## config.mk

```make
export PLATFORM = sky130hd
export DESIGN_NAME = spi_cfg_master_flat
export DESIGN_NICKNAME = d
export VERILOG_FILES = /design/src/rtl/spi_cfg_master_if.sv /design/src/rtl/spi_cfg_master.sv /design/src/flat_wrapper.sv
export SDC_FILE = /design/constraint.sdc
export NUM_CORES = 1
export LEC_CHECK = 0
export BUFFER_PORTS_ARGS = -buffer_cell sky130_fd_sc_hd__buf_4
export CORE_UTILIZATION = 40
export CTS_BUF_LIST = sky130_fd_sc_hd__clkbuf_16
export CTS_CLUSTER_SIZE = 28
export DETAILED_ROUTE_END_ITERATION = 8
export SETUP_SLACK_MARGIN = 0.3
export SKIP_LAST_GASP = 1
export SLEW_MARGIN = 20
export SYNTH_ARGS = -nofsm -noshare
export SYNTH_HDL_FRONTEND = slang
export SYNTH_SLANG_ARGS = --single-unit
```

## constraint.sdc

```tcl
create_clock -name clk -period 2.5 [get_ports clk]
set_input_delay 0.125 -clock clk [delete_from_list [all_inputs] [get_ports clk]]
set_output_delay 0.125 -clock clk [all_outputs]
set_load 0.1 [all_outputs]
```

## src/rtl/spi_cfg_master_if.sv

```systemverilog
// Request/status bundle for spi_cfg_master.
//   req_valid/req_addr/req_data/req_ready : host register-write request handshake
//   cs/sclk/copi                          : SPI pins (cs active-low, sclk idle low)
//   busy/frames_sent                      : status
// Modport master is the block's view (it drives the SPI pins); slave is the
// host/peripheral view.
interface spi_cfg_master_if;
  localparam int unsigned ADDR_W = 7;
  localparam int unsigned DATA_W = 8;

  logic              req_valid;
  logic [ADDR_W-1:0] req_addr;
  logic [DATA_W-1:0] req_data;
  logic              req_ready;
  logic              cs;
  logic              sclk;
  logic              copi;
  logic              busy;
  logic [7:0]        frames_sent;

  modport master (
    input  req_valid, req_addr, req_data,
    output req_ready, cs, sclk, copi, busy, frames_sent
  );

  modport slave (
    output req_valid, req_addr, req_data,
    input  req_ready, cs, sclk, copi, busy, frames_sent
  );
endinterface

```

## src/rtl/spi_cfg_master.sv

```systemverilog
// SPI configuration-write master.
// Queues 7-bit address / 8-bit data write requests in a FIFO and sends each as
// a 16-bit SPI frame, MSB first: {1'b1 (write), addr[6:0], data[7:0]}.
// Frame sequence: IDLE -> SETUP -> SHIFT (16 bits) -> HOLD -> GAP -> IDLE,
// 36*CLK_DIV cycles from leaving IDLE to returning.
// Ports:
//   clk  : system clock, all state on posedge
//   rst  : asynchronous active-low reset
//   bus  : spi_cfg_master_if.master (request handshake, SPI pins, status)
// Parameters: CLK_DIV (sclk half-period, 2..255), FIFO_DEPTH (power of two).
// Optional build macro SPI_CFG_BOOT_INIT_EN: after reset, five fixed init
// frames are sent before host requests are accepted.
module spi_cfg_master #(
  parameter int unsigned CLK_DIV    = 4,
  parameter int unsigned FIFO_DEPTH = 4
) (
  input  logic             clk,
  input  logic             rst,
  spi_cfg_master_if.master bus
);

  localparam int unsigned FRAME_W = 16;
  localparam int unsigned CNT_W   = 9;
  localparam int unsigned BIT_W   = 4;
  localparam int unsigned PTR_W   = (FIFO_DEPTH > 1) ? $clog2(FIFO_DEPTH) : 1;
  localparam int unsigned USED_W  = $clog2(FIFO_DEPTH + 1);

  localparam logic [CNT_W-1:0]  HALF_LAST  = CNT_W'(CLK_DIV - 1);
  localparam logic [CNT_W-1:0]  FULL_LAST  = CNT_W'(2 * CLK_DIV - 1);
  localparam logic [CNT_W-1:0]  HIGH_START = CNT_W'(CLK_DIV);
  localparam logic [BIT_W-1:0]  BIT_LAST   = BIT_W'(FRAME_W - 1);
  localparam logic [PTR_W-1:0]  PTR_LAST   = PTR_W'(FIFO_DEPTH - 1);
  localparam logic [USED_W-1:0] USED_FULL  = USED_W'(FIFO_DEPTH);

  typedef struct packed {
    logic [6:0] addr;
    logic [7:0] data;
  } req_t;

  typedef enum logic [2:0] {
    IDLE  = 3'd0,
    SETUP = 3'd1,
    SHIFT = 3'd2,
    HOLD  = 3'd3,
    GAP   = 3'd4
  } state_e;

  state_e               state_q, state_d;
  logic [CNT_W-1:0]     cnt_q, cnt_d;
  logic [BIT_W-1:0]     bit_q, bit_d;
  logic [FRAME_W-1:0]   sh_q, sh_d;
  logic [7:0]           fs_q, fs_d;
  logic                 cs_q, cs_d;
  logic                 sclk_q, sclk_d;
  logic                 copi_q, copi_d;
  logic                 busy_q, busy_d;
  logic                 ready_q, ready_d;
  logic [PTR_W-1:0]     wr_ptr_q, wr_ptr_d;
  logic [PTR_W-1:0]     rd_ptr_q, rd_ptr_d;
  logic [USED_W-1:0]    used_q, used_d;
  logic                 push_c;
  logic                 pop_c;
  req_t                 mem_q [FIFO_DEPTH];

`ifdef SPI_CFG_BOOT_INIT_EN
  localparam int unsigned BOOT_N = 5;
  logic [2:0] boot_idx_q, boot_idx_d;
  logic       boot_done_q, boot_done_d;

  // Fixed power-up register writes, in send order.
  function automatic logic [FRAME_W-1:0] boot_frame(input logic [2:0] idx);
    case (idx)
      3'd0:    boot_frame = 16'h80FF;
      3'd1:    boot_frame = 16'h81FF;
      3'd2:    boot_frame = 16'h8200;
      3'd3:    boot_frame = 16'h8300;
      default: boot_frame = 16'h8480;
    endcase
  endfunction
`endif

  // Host push; req_ready is registered from the occupancy, so a full queue
  // refuses a push even in a cycle where the head is being popped.
  assign push_c = bus.req_valid & ready_q;

  // Queue storage needs no reset: occupancy is tracked by the pointers.
  always_ff @(posedge clk) begin
    if (push_c) begin
      mem_q[wr_ptr_q] <= req_t'({bus.req_addr, bus.req_data});
    end
  end

  // State register.
  always_ff @(posedge clk or negedge rst) begin
    if (!rst) begin
      state_q  <= IDLE;
      cnt_q    <= '0;
      bit_q    <= '0;
      sh_q     <= '0;
      fs_q     <= '0;
      cs_q     <= 1'b1;
      sclk_q   <= 1'b0;
      copi_q   <= 1'b0;
      busy_q   <= 1'b0;
      ready_q  <= 1'b0;
      wr_ptr_q <= '0;
      rd_ptr_q <= '0;
      used_q   <= '0;
`ifdef SPI_CFG_BOOT_INIT_EN
      boot_idx_q  <= '0;
      boot_done_q <= 1'b0;
`endif
    end else begin
      state_q  <= state_d;
      cnt_q    <= cnt_d;
      bit_q    <= bit_d;
      sh_q     <= sh_d;
      fs_q     <= fs_d;
      cs_q     <= cs_d;
      sclk_q   <= sclk_d;
      copi_q   <= copi_d;
      busy_q   <= busy_d;
      ready_q  <= ready_d;
      wr_ptr_q <= wr_ptr_d;
      rd_ptr_q <= rd_ptr_d;
      used_q   <= used_d;
`ifdef SPI_CFG_BOOT_INIT_EN
      boot_idx_q  <= boot_idx_d;
      boot_done_q <= boot_done_d;
`endif
    end
  end

  // Next-state, queue bookkeeping and pin values.
  always_comb begin
    state_d  = state_q;
    cnt_d    = cnt_q;
    bit_d    = bit_q;
    sh_d     = sh_q;
    fs_d     = fs_q;
    wr_ptr_d = wr_ptr_q;
    rd_ptr_d = rd_ptr_q;
    used_d   = used_q;
    pop_c    = 1'b0;
`ifdef SPI_CFG_BOOT_INIT_EN
    boot_idx_d  = boot_idx_q;
    boot_done_d = boot_done_q;
`endif

    case (state_q)
      IDLE: begin
`ifdef SPI_CFG_BOOT_INIT_EN
        if (!boot_done_q) begin
          if (boot_idx_q < 3'(BOOT_N)) begin
            sh_d       = boot_frame(boot_idx_q);
            boot_idx_d = boot_idx_q + 3'd1;
            state_d    = SETUP;
            cnt_d      = '0;
          end
        end else
`endif
        if (used_q != '0) begin
          pop_c   = 1'b1;
          sh_d    = {1'b1, mem_q[rd_ptr_q]};
          state_d = SETUP;
          cnt_d   = '0;
        end
      end
      SETUP: begin
        if (cnt_q == HALF_LAST) begin
          state_d = SHIFT;
          cnt_d   = '0;
          bit_d   = '0;
        end else begin
          cnt_d = cnt_q + CNT_W'(1);
        end
      end
      SHIFT: begin
        // Shift at the end of each bit so copi only moves with sclk low.
        if (cnt_q == FULL_LAST) begin
          cnt_d = '0;
          sh_d  = {sh_q[FRAME_W-2:0], 1'b0};
          if (bit_q == BIT_LAST) begin
            state_d = HOLD;
          end else begin
            bit_d = bit_q + BIT_W'(1);
          end
        end else begin
          cnt_d = cnt_q + CNT_W'(1);
        end
      end
      HOLD: begin
        if (cnt_q == HALF_LAST) begin
          state_d = GAP;
          cnt_d   = '0;
          fs_d    = fs_q + 8'd1;
        end else begin
          cnt_d = cnt_q + CNT_W'(1);
        end
      end
      GAP: begin
        if (cnt_q == FULL_LAST) begin
          state_d = IDLE;
          cnt_d   = '0;
`ifdef SPI_CFG_BOOT_INIT_EN
          if (boot_idx_q == 3'(BOOT_N)) begin
            boot_done_d = 1'b1;
          end
`endif
        end else begin
          cnt_d = cnt_q + CNT_W'(1);
        end
      end
      default: begin
        state_d = IDLE;
        cnt_d   = '0;
      end
    endcase

    if (push_c) begin
      wr_ptr_d = (wr_ptr_q == PTR_LAST) ? '0 : wr_ptr_q + PTR_W'(1);
    end
    if (pop_c) begin
      rd_ptr_d = (rd_ptr_q == PTR_LAST) ? '0 : rd_ptr_q + PTR_W'(1);
    end
    case ({push_c, pop_c})
      2'b10:   used_d = used_q + USED_W'(1);
      2'b01:   used_d = used_q - USED_W'(1);
      default: used_d = used_q;
    endcase

    // Pins follow the current state one cycle later (pop cycle, then pins).
    cs_d    = !((state_q == SETUP) || (state_q == SHIFT) || (state_q == HOLD));
    sclk_d  = (state_q == SHIFT) && (cnt_q >= HIGH_START);
    copi_d  = ((state_q == SETUP) || (state_q == SHIFT)) && sh_q[FRAME_W-1];

    ready_d = (used_d != USED_FULL);
    busy_d  = (state_d != IDLE) || (used_d != '0);
`ifdef SPI_CFG_BOOT_INIT_EN
    ready_d = ready_d && boot_done_d;
    busy_d  = busy_d || !boot_done_d;
`endif
  end

  assign bus.req_ready   = ready_q;
  assign bus.cs          = cs_q;
  assign bus.sclk        = sclk_q;
  assign bus.copi        = copi_q;
  assign bus.busy        = busy_q;
  assign bus.frames_sent = fs_q;

endmodule

```

## src/flat_wrapper.sv

```systemverilog
// flat-port wrapper written by rule: the top's interface ports become plain ports
module spi_cfg_master_flat 
#(
  parameter int unsigned CLK_DIV    = 4,
  parameter int unsigned FIFO_DEPTH = 4
)
  (clk, rst, bus_req_valid, bus_req_addr, bus_req_data, bus_req_ready, bus_cs, bus_sclk, bus_copi, bus_busy, bus_frames_sent);
  spi_cfg_master_if bus_i ();
  input  logic clk;
  input  logic rst;
  input wire logic [$bits(bus_i.req_valid)-1:0] bus_req_valid;
  input wire logic [$bits(bus_i.req_addr)-1:0] bus_req_addr;
  input wire logic [$bits(bus_i.req_data)-1:0] bus_req_data;
  output wire logic [$bits(bus_i.req_ready)-1:0] bus_req_ready;
  output wire logic [$bits(bus_i.cs)-1:0] bus_cs;
  output wire logic [$bits(bus_i.sclk)-1:0] bus_sclk;
  output wire logic [$bits(bus_i.copi)-1:0] bus_copi;
  output wire logic [$bits(bus_i.busy)-1:0] bus_busy;
  output wire logic [$bits(bus_i.frames_sent)-1:0] bus_frames_sent;
  assign bus_i.req_valid = bus_req_valid;
  assign bus_i.req_addr = bus_req_addr;
  assign bus_i.req_data = bus_req_data;
  assign bus_req_ready = bus_i.req_ready;
  assign bus_cs = bus_i.cs;
  assign bus_sclk = bus_i.sclk;
  assign bus_copi = bus_i.copi;
  assign bus_busy = bus_i.busy;
  assign bus_frames_sent = bus_i.frames_sent;
  spi_cfg_master #(.CLK_DIV(CLK_DIV), .FIFO_DEPTH(FIFO_DEPTH)) u_core (.clk(clk), .rst(rst), .bus(bus_i));
endmodule
```

# Word level (Yosys, flattened, before mapping)
# Memory sizes are Yosys's and may differ from the RTL's.
# Index checks and enable logic that the tools add are counted.
# W data, S select, Z words.
# op_classes
n_eq_ne	16
n_reduce_logical	17
magnitude_cmp	1
mux	25
n_addsub	7
bitwise_logic	1
# op_table
op	count
$mux W16	2
$pmux W16 S2	1
$mux W9	3
$pmux W9 S3	1
$mux W3	6
$pmux W3 S5	1
$mux W4	3
$add A9 B1 Y9 const B	1
$eq A9 B2 Y1 const B	1
$eq A9 B3 Y1 const B	1
$ge A9 B3 Y1 const B	1
$reduce_bool A3 Y1	3
$add A8 B1 Y8 const B	1
$pmux W4 S2	1
$eq A2 B2 Y1 const B	3
$eq A3 B2 Y1 const B	2
$ne A2 B1 Y1 const B	3
$pmux W3 S2	1
$add A2 B1 Y2 const B	2
$add A4 B1 Y4 const B	1
$eq A4 B4 Y1 const B	1
$mux W1	4
$mux W2	2
$reduce_and A4 Y1	1
16 further kinds	21
# totals
mem_count	1
out_inout_bits	13
inputBits	18
wordCells	81
ram_bits	60
regBits	52
# mem_list
memory	depth	width	rd	rd_clocked_by_memory_dff	wr	line	source
u_core.mem_q	4	15	1	0	1	spi_cfg_master.sv:63	req_t mem_q [FIFO_DEPTH];

# Depth between registers and ports, before layout
# Gate-level depths: netlist of the first run.
# logic_depth
ltp_word	7
depth_mapped	10
mapped_depth_nobuf	9

# Worst setup path after synthesis of the first run
# No wires, ideal clock.
# synth_path
kind	register to register
from	reg u_core.state_q[1]
to	reg u_core.busy_q, in the netlist u_core.bus.busy
stages_incl_launch_ff	11
required_time_ns	2.356
setup_slack_ns	-0.099
setup_ns	0.144
t_arrival_ns	2.454
path_buffers	1
period_less_slack_ns	2.599
path_cell_list	dfrtp_1 clkbuf_1 or3_1 nor2_1 ha_1 inv_1 fa_1 xor2_1 o21a_1 nor4_1 o2111ai_1
# synth_between
elab_chain_cells	6
elab_cells_between_ends	19
classes_between	eq/ne (6); mux (9); reduce/logical (4)
# synth_lines
item	line	source
start, declared	spi_cfg_master.sv:48	state_e state_q, state_d;
start signal, assigned	spi_cfg_master.sv:114	state_q <= state_d;
$logic_not A3 Y1 (*)	spi_cfg_master.sv:150	case (state_q)
$mux W1 (*)	spi_cfg_master.sv:150	
via u_core.pop_c	spi_cfg_master.sv:62	logic pop_c;
$eq A2 B1 Y1 or $eq A2 B2 Y1 (tied branches)	spi_cfg_master.sv:226	case ({push_c, pop_c})
$pmux W3 S2 (*)	spi_cfg_master.sv:226	
$reduce_bool A3 Y1 (*)	spi_cfg_master.sv:238	busy_d = (state_d != IDLE) || (used_d != '0);
$logic_or A1 B1 Y1 (*)	spi_cfg_master.sv:238	
via u_core.busy_d	spi_cfg_master.sv:56	logic busy_q, busy_d;
end signal, assigned	spi_cfg_master.sv:122	busy_q <= busy_d;
end, declared	spi_cfg_master.sv:56	
# Mark *: on every way through the listed nets, which the timed path passes. The rest lies on a longest branch.
# A chain may end at the register's enable or synchronous reset.

# Final worst setup path of the first run
# layout_path
from	reg u_core.state_q[2]
to	reg u_core.busy_q, in the netlist u_core.bus.busy
# layout_between
elab_chain_cells	6
elab_cells_between_ends	19
classes_between	eq/ne (6); mux (9); reduce/logical (4)
# layout_lines
item	line	source
$logic_not A3 Y1 (*)	spi_cfg_master.sv:150	
$mux W1 (*)	spi_cfg_master.sv:150	
via u_core.pop_c	spi_cfg_master.sv:62	
$eq A2 B1 Y1 or $eq A2 B2 Y1 (tied branches)	spi_cfg_master.sv:226	
$pmux W3 S2 (*)	spi_cfg_master.sv:226	
via u_core.used_d[1]	spi_cfg_master.sv:60	logic [USED_W-1:0] used_q, used_d;
$reduce_bool A3 Y1 (*)	spi_cfg_master.sv:238	
$logic_or A1 B1 Y1 (*)	spi_cfg_master.sv:238	
via u_core.busy_d	spi_cfg_master.sv:56	
# Marked as above.

==> results.md, run 1 <==
- Die Ht: 113 um
- Synth cell count leaders: nand2_1, edfxtp_1, dfrtp_1
- Worst ir drop on vdd: 481 uV
- Worst r2r path cells: 8
- R2R setup slack: 180 ps
- Number of nets in the layout: 476
- Row cnt: 40
- Die width: 113 um
- Worst min-delay path category: in -> reg
- Gpl congestion: 0.765
- Clock skew: 7.16 ps
- IO Count: 31
- Fin crit share: 92.9%
- Share of cells above drive strength 1: 30.1%
- Num CTS Buffers: 9
- Crit path capture type: register
- Starting Density: 41.2%
- Final WL: 9400 um
- Worst skew pair latency: 350 ps
- Via count: 3139
- Max Slew Vio Count: 0
- Vias in the first global route: 3171
- Pin count of the biggest net entering global routing: 53
- Global route hottest layer: met2
- Area Overhead vs Synth: 24.0%
- Slew HR: 47.7%
- Post-Syn Instances: 365
- RR Endpoint: u_core.bus.busy$_DFF_PN0_
- Buffers on Ports: 30
- Critical Path AT: 2540 ps
- RSZ-0062 raised after global routing: yes
- Post-synth EDFFs: 60
- Antenna-violating nets left: 0
- Routing usage on met1: 20.4%
- Area share of the largest cell type after synthesis: 36.3%
- Critical Path Fanout Max: 3
- Top area cells in the synthesized netlist: edfxtp_1, dfrtp_1, mux4_2
- # diodes: 0
- GR Overflow Total: 0
- Outcome: completed
- Max-cap violation count: 0
- Met3 usage: 3.83%
- Finish-stage setup viols: 0
- Crit. Startpoint: u_core.state_q[2]$_DFF_PN0_
- Worst Setup Path Type: reg -> reg
- H-tree depth: 3
- Final hold violations: 0
- Seq/Total Area, Yosys: 62.5%
- Critical Path End: u_core.bus.busy$_DFF_PN0_
- Synthesized flop and latch total: 112
- Routed wire per std cell: 15.2 um
- Fmax: 431 MHz
- Ys async rst share: 46.4%
- Core ar.: 12100 um^2
- Post-route setup TNS: 0 ps
- Worst r2r src: u_core.state_q[2]$_DFF_PN0_
- Placed Area: 5500 um^2
- Root Buffer: clkbuf_16
- Yosys cell types: 52
- Remaining DRCs: 0
- Min Clock Period, post-route: 2320 ps
- Syn nets: 394
- Largest area contributor in the synthesized netlist: edfxtp_1
- Mapped Area: 4970 um^2
- CTS Buffer Depth: 2
- Ys Warns: 0
- Leak pwr: 0.00256 uW
- Min Hold Slack: 244 ps
- Most numerous cell in the Yosys netlist: nand2_1
- DP HPWL: 5790 um
- DR pass1 iterations: 4
- Met2 GRT Util: 26.0%
- Clock Sinks: 112
- Antenna violations before repair: 0
- Slew @ Worst Pin: 784 ps
- Fin area: 6160 um^2
- Clock transition at path regs: 70 ps
- Via density: 5.06
- CTS tree: built
- Initial DRC Count: 185
- CP Data Required Time: 2720 ps
- Hold Crit Depth: 3
- PD cells: 705 nW/um^2
- Global-route wire length before repair: 15600 um
- Total GRT Usage: 15.7%
- Die area: 12900 um^2
- Critical path startpoint category: register
- Synthesized area per cell: 13.6 um^2
- Synth Flop Type: edfxtp_1
[cells by family (layout without fill, tap and decap cells)]
| group | Yosys count | after routing | share of synthesized area, % |
|---|---|---|---|
| xor+xnor | 10 | 10 | 1.76 |
| buf+inv | 30 | 117 | 2.90 |
| fa+ha+maj | 11 | 11 | 2.92 |
| flops | 112 | 112 | 62.5 |
| mux | 35 | 35 | 11.9 |
| simple gates | 129 | 129 | 12.7 |
| compound gates | 38 | 38 | 5.34 |
[how the worst min path moves through the flow]
stage,start,endpoint,slack (ps)
finish,bus_req_valid,u_core.wr_ptr_q[0]$_DFFE_PN0P_,240
global route,bus_req_valid,u_core.wr_ptr_q[0]$_DFFE_PN0P_,250
CTS,bus_req_valid,u_core.wr_ptr_q[0]$_DFFE_PN0P_,230
detailed placement,rst,u_core.cnt_q[4]$_DFFE_PN0P_,210
global placement,rst,u_core.cnt_q[4]$_DFFE_PN0P_,210
floorplan,rst,u_core.bit_q[0]$_DFFE_PN0P_,-170
[critical path: stages, from the launching register on]
cell	delay, ps
dfrtp_1	390
or3_4	410
nor2_4	160
ha_4	150
inv_2	30
fa_2	550
mux2i_4	80
nor4_2	280
o2111ai_1	140
[layout make-up]
| cell class | count | area [um^2] |
|---|---|---|
| clock inverters | 7 | 55.1 |
| clock buffers | 9 | 225 |
| flip-flops and latches | 112 | 3100 |
| fillers | 1039 | 5900 |
| well taps | 168 | 210 |
| repair buffers | 86 | 709 |
| multi-input cells | 223 | 1800 |
| inverters | 15 | 56.3 |
[stage by stage]
stage	worst slack, ps	util, %	total power [uW]	instances
after floorplan	95.4	-	2720	365
after global placement	143	45.6	2920	569
after detailed placement	65.9	45.6	2950	569
after CTS	169	50.3	4350	613
after global routing	90.4	51.1	4550	620
final	178	51.1	4350	620
[timing repair]
action,in CTS,in global routing
cloned,0,0
hold endpoints to repair,111,0
setup buffers,12,7
gates resized for setup,5,7
endpoints found under the setup margin,19,26
pin swaps,9,9
hold buffers,16,0
[registers in the layout, summed over array words and instances, names as in the netlist]
register and cells:
u_core.bit_q 4, u_core.bus.copi 1, u_core.state_q 3, u_core.bus.sclk 1, u_core.bus.frames_sent 8, u_core.bus.cs 1, u_core.rd_ptr_q 2, u_core.cnt_q 9
u_core.bus.busy 1, u_core.mem_q 60, u_core.wr_ptr_q 2, u_core.bus.req_ready 1, u_core.sh_q 16, u_core.used_q 3
[power breakdown]
| part | internal [uW] | switching [uW] | leakage, uW |
|---|---|---|---|
| logic | 288 | 401 | 0.00123 |
| registers | 2230 | 88.8 | 0.00120 |
| clock network | 687 | 657 | 0.000138 |
| total | 3200 | 1150 | 0.00256 |
[cell usage in the layout (no fill, tap or decap), types with 2 or more instances in the layout]
cell type	count
mux2i_1	2
or3_1	2
xnor2_1	5
and3_1	8
o22ai_1	3
ha_1	8
mux2_4	8
nor4_1	4
clkinv_4	2
o2111ai_1	3
a21oi_1	5
nor4bb_1	2
nor3_1	9
o31ai_1	3
o21ai_0	6
or4_4	2
edfxtp_1	60
mux2_2	9
buf_4	67
nor2_1	8
o211ai_1	2
nand2_1	64
xor2_1	4
nand4_1	7
dlygate4sd3_1	16
clkbuf_16	9
o21a_1	2
inv_8	2
a22oi_1	2
nand3_1	6
nor3b_1	3
inv_1	15
mux4_2	15
dfrtp_1	51
a21o_1	2
[per-layer routing]
layer | up-vias | wire, um
met3 | 8 | 260
met5 | - | 0
met2 | 45 | 4700
li1 | 1509 | -
met1 | 1577 | 4330
met4 | 0 | 115
(Power assumes the default switching activity.)
==> run 2, diff against run 1 <==
BUFFER_PORTS_ARGS = unset   (was -buffer_cell sky130_fd_sc_hd__buf_4)
CORE_MARGIN = 8   (was unset)
DONT_BUFFER_PORTS = 1   (was unset)
==> results.md, run 2 (same netlist as run 1, synthesis figures left out) <==
- Post-route setup TNS: 0 ps (unchanged)
- Worst ir drop on vdd: 530 uV (+10%)
- Pin count of the biggest net entering global routing: 53 (unchanged)
- DR pass1 iterations: 6 (+2)
- Max-cap violation count: 0 (unchanged)
- Final setup margin: 198 ps (+19.5 ps)
- Clock Sinks: 112 (unchanged)
- PD cells: 727 nW/um^2 (+3.0%)
- Clock skew: 6.02 ps (-1.14 ps)
- Commonest non-fill, non-tap cells in the layout: nand2_1, edfxtp_1, dfrtp_1
- CTS tree: built
- Register share of total power: 52.7% (-0.5 points)
- Slew @ Worst Pin: 897 ps (+113 ps)
- Antenna violations before repair: 0 (unchanged)
- Core ar.: 12100 um^2 (unchanged)
- Sw Ratio: 26.6% (+0.23 points)
- Worst r2r src: u_core.state_q[2]$_DFF_PN0_
- Fin crit share: 92.1% (-0.78 points)
- Area Overhead vs Synth: 20.9%
- Clock transition at path regs: 70 ps (about the same)
- Top reg by flops: u_core.mem_q
- Die area: 16200 um^2 (+26%)
- Root Buffer: clkbuf_16
- Utilization after layout: 49.8% (-1.3 points)
- R2R setup slack: 200 ps (+20 ps)
- Remaining DRCs: 0 (unchanged)
- Fmax: 434 MHz (+0.84%)
- Num CTS Buffers: 9 (unchanged)
- Commonest non-fill, non-tap cell in the layout: nand2_1
- Finish-stage setup viols: 0 (unchanged)
- H-tree depth: 3 (unchanged)
- Min Hold Slack: 122 ps (-122 ps)
- Global-route wire length before repair: 15400 um (-1.2%)
- CP Data Required Time: 2710 ps (about the same)
- IO Count: 31 (unchanged)
- Die Ht: 127 um (+12%)
- Routed wire per std cell: 15.2 um (+0.42%)
- DP HPWL: 5760 um (-0.45%)
- Critical path startpoint category: register
- Post-Place Setup Slack: 32.2 ps (-33.8 ps)
- NetSw: 1160 uW (+1.3%)
- Comb power frac: 15.4% (-0.4 points)
- CTS Buffer Depth: 2 (unchanged)
- Critical Path Fanout Max: 3 (unchanged)
- Worst skew pair latency: 350 ps (about the same)
- Row cnt: 40 (unchanged)
- Max reg flops: 60 (unchanged)
- GR Overflow Total: 0 (unchanged)
- HP Start: bus_req_valid
- Worst min-delay path category: in -> reg
- Share of cells above drive strength 1: 26.2% (-3.9 points)
- Crit. Startpoint: u_core.state_q[2]$_DFF_PN0_
- Total GRT Usage: 12.0% (-3.7 points)
- Int Power: 3200 uW (about the same)
- Outcome: completed
- Leak pwr: 0.00246 uW (-4.0%)
- Clock Power Share: 31.8% (+0.9 points)
- Initial DRC Count: 159 (-14%)
- Vias in the first global route: 3120 (-1.6%)
- Final hold violations: 0 (unchanged)
- Crit path capture type: register
- Final WL: 9080 um (-3.5%)
- Min Clock Period, post-route: 2300 ps (-19.5 ps)
- Starting Density: 41.2% (unchanged)
- Max Slew Vio Count: 0 (unchanged)
- Gpl congestion: 0.787 (+3.0%)
- Top flop regs: u_core.mem_q x60, u_core.sh_q x16, u_core.cnt_q x9
- # diodes: 0 (unchanged)
- Antenna-violating nets left: 0 (unchanged)
- # fillers: 1023 (-1.5%)
- Via density: 5.08 (+0.35%)
- Via count: 3028 (-3.5%)
- Number of nets in the layout: 453 (-4.8%)
- Worst Setup Path Type: reg -> reg
- Die width: 127 um (+12%)
- Slew HR: 40.3% (-7.5 points)
- Critical Path AT: 2510 ps (-30 ps)
- RSZ-0062 raised after global routing: yes
- Buffers on Ports: 0 (-100%)
-- run 2: cell count changes in the layout (fill, tap and decap cells not counted), sizes merged --
cell,change
buf,-23
clkinv,-2
clkinvlp,-1
inv,+2
-- run 2: stage by stage --
stage	cells	power (uW)	instance area (um^2)
finish	596	4360	6000
detailed placement	547	2900	5330
floorplan	365	2720	5000
global route	596	4570	6000
CTS	593	4390	5950
global placement	547	2870	5330
-- run 2: repair_timing --
action / CTS / global route
setup buffers: 14 / 3
endpoints found under the setup margin: 19 / 27
gates resized for setup: 7 / 4
pin swaps: 10 / 6
cloned: 0 / 0
hold buffers: 17 / 0
hold endpoints to repair: 112 / 0
-- run 2: critical path: stages (launching register included) --
cell	delay, ps
dfrtp_1	380
or3_4	400
nor2_4	150
ha_4	150
inv_2	30
fa_2	540
mux2i_4	70
nor4_2	280
o2111ai_1	150
-- run 2: final cells by class --
class                   count  area, um^2  share of cell area (%)
clock buffers               9         225                    3.75
clock inverters             6        57.6                   0.959
inverters                  15        56.3                   0.938
multi-input cells         223        1790                    29.8
flip-flops and latches    112        3100                    51.7
well taps                 168         210                    3.50
repair buffers             63         561                    9.34
-- run 2: final timing paths --
path                                                         end  cells past startpoint
max in group asynchronous                u_core.bus.cs$_DFF_PN1_                      2
setup reg to reg                       u_core.bus.busy$_DFF_PN0_                      8
setup / recovery                       u_core.bus.busy$_DFF_PN0_                      8
hold reg to reg            u_core.bus.frames_sent[7]$_DFFE_PN0P_                      1
hold / removal                    u_core.wr_ptr_q[0]$_DFFE_PN0P_                      2
min in group asynchronous            u_core.cnt_q[5]$_DFFE_PN0P_                      2
-- run 2: power by group through the flow --
| stage | sequential [uW] | clock [uW] | combinational (uW) |
|---|---|---|---|
| after floorplan | 2380 | 0 | 335 |
| after global placement | 2330 | 0 | 541 |
| after detailed placement | 2340 | 0 | 561 |
| after CTS | 2300 | 1450 | 640 |
| after global routing | 2320 | 1500 | 740 |
| final | 2300 | 1390 | 674 |
-- run 2: per-layer routing --
metal | track usage (%) | routed length (um) | up-vias
li1 | - | - | 1475
met1 | 14.8 | 4130 | 1488
met2 | 19.5 | 4370 | 56
met3 | 3.99 | 452 | 9
met4 | 3.57 | 124 | 0
met5 | 0 | 0 | -
==> run 3, diff against run 2 <==
CORE_MARGIN = 5   (was 8)
SETUP_SLACK_MARGIN = 0.15   (was 0.3)
==> results.md, run 3 (same netlist as run 1, synthesis figures left out) <==
- Remaining DRCs: 0 (unchanged)
- Root Buffer: clkbuf_16
- Die Ht: 121 um (-4.7%)
- Starting Density: 41.0% (-0.17 points)
- Utilization after layout: 49.0% (-0.73 points)
- Number of nets in the layout: 449 (-0.88%)
- Die width: 121 um (-4.7%)
- PD cells: 720 nW/um^2 (-0.92%)
- Worst r2r path cells: 8 (unchanged)
- Critical-path top delay cell: fa_2
- Area Overhead vs Synth: 19.6%
- Critical path startpoint category: register
- Gpl congestion: 0.783 (-0.58%)
- Finish-stage setup viols: 0 (unchanged)
- Slowest Stage Delay on Critical Path: 550 ps (about the same)
- Top flop regs: u_core.mem_q x60, u_core.sh_q x16, u_core.cnt_q x9
- Worst r2r src: u_core.state_q[1]$_DFF_PN0_
- Clock transition at path regs: 70 ps (about the same)
- Row cnt: 40 (unchanged)
- Via count: 3050 (+0.73%)
- Critical Path Fanout Max: 3 (unchanged)
- Critical-path cell list: or3_4 -> nor2_4 -> ha_4 -> inv_2 -> fa_2 -> mux2i_4 -> nor4_2 -> o2111ai_1
- Num CTS Buffers: 9 (unchanged)
- Power, Total: 4280 uW (-2.0%)
- Clock Sinks: 112 (unchanged)
- Worst min-delay path category: in -> reg
- RR Endpoint: u_core.bus.busy$_DFF_PN0_
- HP Start: bus_req_valid
- Global-route wire length before repair: 15100 um (-2.1%)
- Clock skew: 9.55 ps (+3.53 ps)
- Outcome: completed
- Slew HR: 41.1% (+0.82 points)
- Post-route setup TNS: 0 ps (unchanged)
- Antenna-violating nets left: 0 (unchanged)
- CTS Buffer Depth: 2 (unchanged)
- RSZ-0062 raised after global routing: yes
- Hold Crit Depth: 2 (unchanged)
- Commonest non-fill, non-tap cell in the layout: nand2_1
- # fillers: 1066 (+4.2%)
- Vias in the first global route: 3037 (-2.7%)
- Max Slew Vio Count: 0 (unchanged)
- H-tree depth: 3 (unchanged)
- Share of cells above drive strength 1: 24.8% (-1.4 points)
- Critical Path AT: 2530 ps (+20 ps)
- CP Data Required Time: 2710 ps (about the same)
- Slew @ Worst Pin: 885 ps (-12.3 ps)
- Commonest non-fill, non-tap cells in the layout: nand2_1, edfxtp_1, dfrtp_1
- Max reg flops: 60 (unchanged)
- Final WL: 9200 um (+1.3%)
- Crit path capture type: register
- Worst skew pair latency: 350 ps (about the same)
- R2R setup slack: 180 ps (-20 ps)
- Buffers on Ports: 0 (unchanged)
- Min Clock Period, post-route: 2320 ps (+16.6 ps)
- Fmax: 431 MHz (-0.72%)
- Leak pwr: 0.00241 uW (-1.9%)
- IO Count: 31 (unchanged)
- # diodes: 0 (unchanged)
- Top reg by flops: u_core.mem_q
- Placed Instances: 546 (-0.18%)
- Antenna violations before repair: 0 (unchanged)
- Worst ir drop on vdd: 711 uV (+34%)
- DR pass1 iterations: 4 (-2)
- Initial DRC Count: 184 (+16%)
- Final Non-Filler Cells: 592 (-0.67%)
- CTS tree: built
- CP bufs+invs: 1 (unchanged)
- Pin count of the biggest net entering global routing: 53 (unchanged)
- DP HPWL: 5780 um (+0.31%)
- Core ar.: 12100 um^2 (+0.41%)
- Routed wire per std cell: 15.5 um (+2.0%)
- Fin crit share: 92.8% (+0.67 points)
- Max-cap violation count: 0 (unchanged)
- CP top delay family: simple AND/OR/NAND/NOR gates
- Die area: 14700 um^2 (-9.2%)
- Worst Setup Path Type: reg -> reg
- Total GRT Usage: 13.2% (+1.3 points)
- Worst Hold End: u_core.wr_ptr_q[0]$_DFFE_PN0P_
- Via density: 5.15 (+1.4%)
- Final hold violations: 0 (unchanged)
- GR Overflow Total: 0 (unchanged)
==> run 3: power by group <==
part / internal (uW) / leakage, uW / switching [uW]
registers: 2220 / 0.00120 / 79.1
logic: 268 / 0.00108 / 389
clock network: 674 / 0.000130 / 642
==> run 3: timing repair <==
action	in CTS	in global routing
setup endpoints to repair	15	17
hold buffers	17	0
gates resized for setup	3	3
endpoints found under the hold margin	112	0
setup buffers	12	2
pin swaps	9	5
==> run 3: metrics by stage <==
stage | instance area, um^2 | worst slack, ps | hold slack [ps]
2_1_floorplan | 5000 | 95.4 | -171
3_3_place_gp | 5330 | 165 | -168
3_5_place_dp | 5330 | 53.3 | -168
4_1_cts | 5900 | 125 | 64.4
5_1_grt | 5940 | -10.9 | 131
6_report | 5940 | 181 | 125
==> run 3: cell type report <==
class | instances | area [um^2] | share of cell area, %
clock buffers | 9 | 225 | 3.79
clock inverters | 6 | 42.5 | 0.716
inverters | 15 | 56.3 | 0.948
multi-input cells | 223 | 1780 | 30.0
flip-flops and latches | 112 | 3100 | 52.3
well taps | 168 | 210 | 3.54
repair buffers | 59 | 519 | 8.74
==> run 3: worst max path at each step <==
stage	from	cells past startpoint	end	slack [ps]
final	u_core.state_q[1]$_DFF_PN0_	8	u_core.bus.busy$_DFF_PN0_	180
after global routing	u_core.state_q[1]$_DFF_PN0_	9	u_core.bus.busy$_DFF_PN0_	-10
after CTS	u_core.state_q[0]$_DFF_PN0_	9	u_core.bus.busy$_DFF_PN0_	120
after detailed placement	u_core.state_q[2]$_DFF_PN0_	8	u_core.bus.busy$_DFF_PN0_	50
after global placement	u_core.cnt_q[0]$_DFFE_PN0P_	5	u_core.sh_q[11]$_DFFE_PN0P_	160
after floorplan	u_core.state_q[1]$_DFF_PN0_	9	u_core.bus.busy$_DFF_PN0_	100
==> run 3: metal layers <==
metal | share of wire [%] | vias to the layer above | GRT usage, % | routed length, um
met3 | 4.1 | 13 | 3.82 | 373
met2 | 49 | 67 | 21.7 | 4530
met4 | 1.5 | 0 | 4.76 | 138
met1 | 45 | 1510 | 16.7 | 4160
li1 | - | 1460 | - | -
met5 | 0 | - | 0 | 0
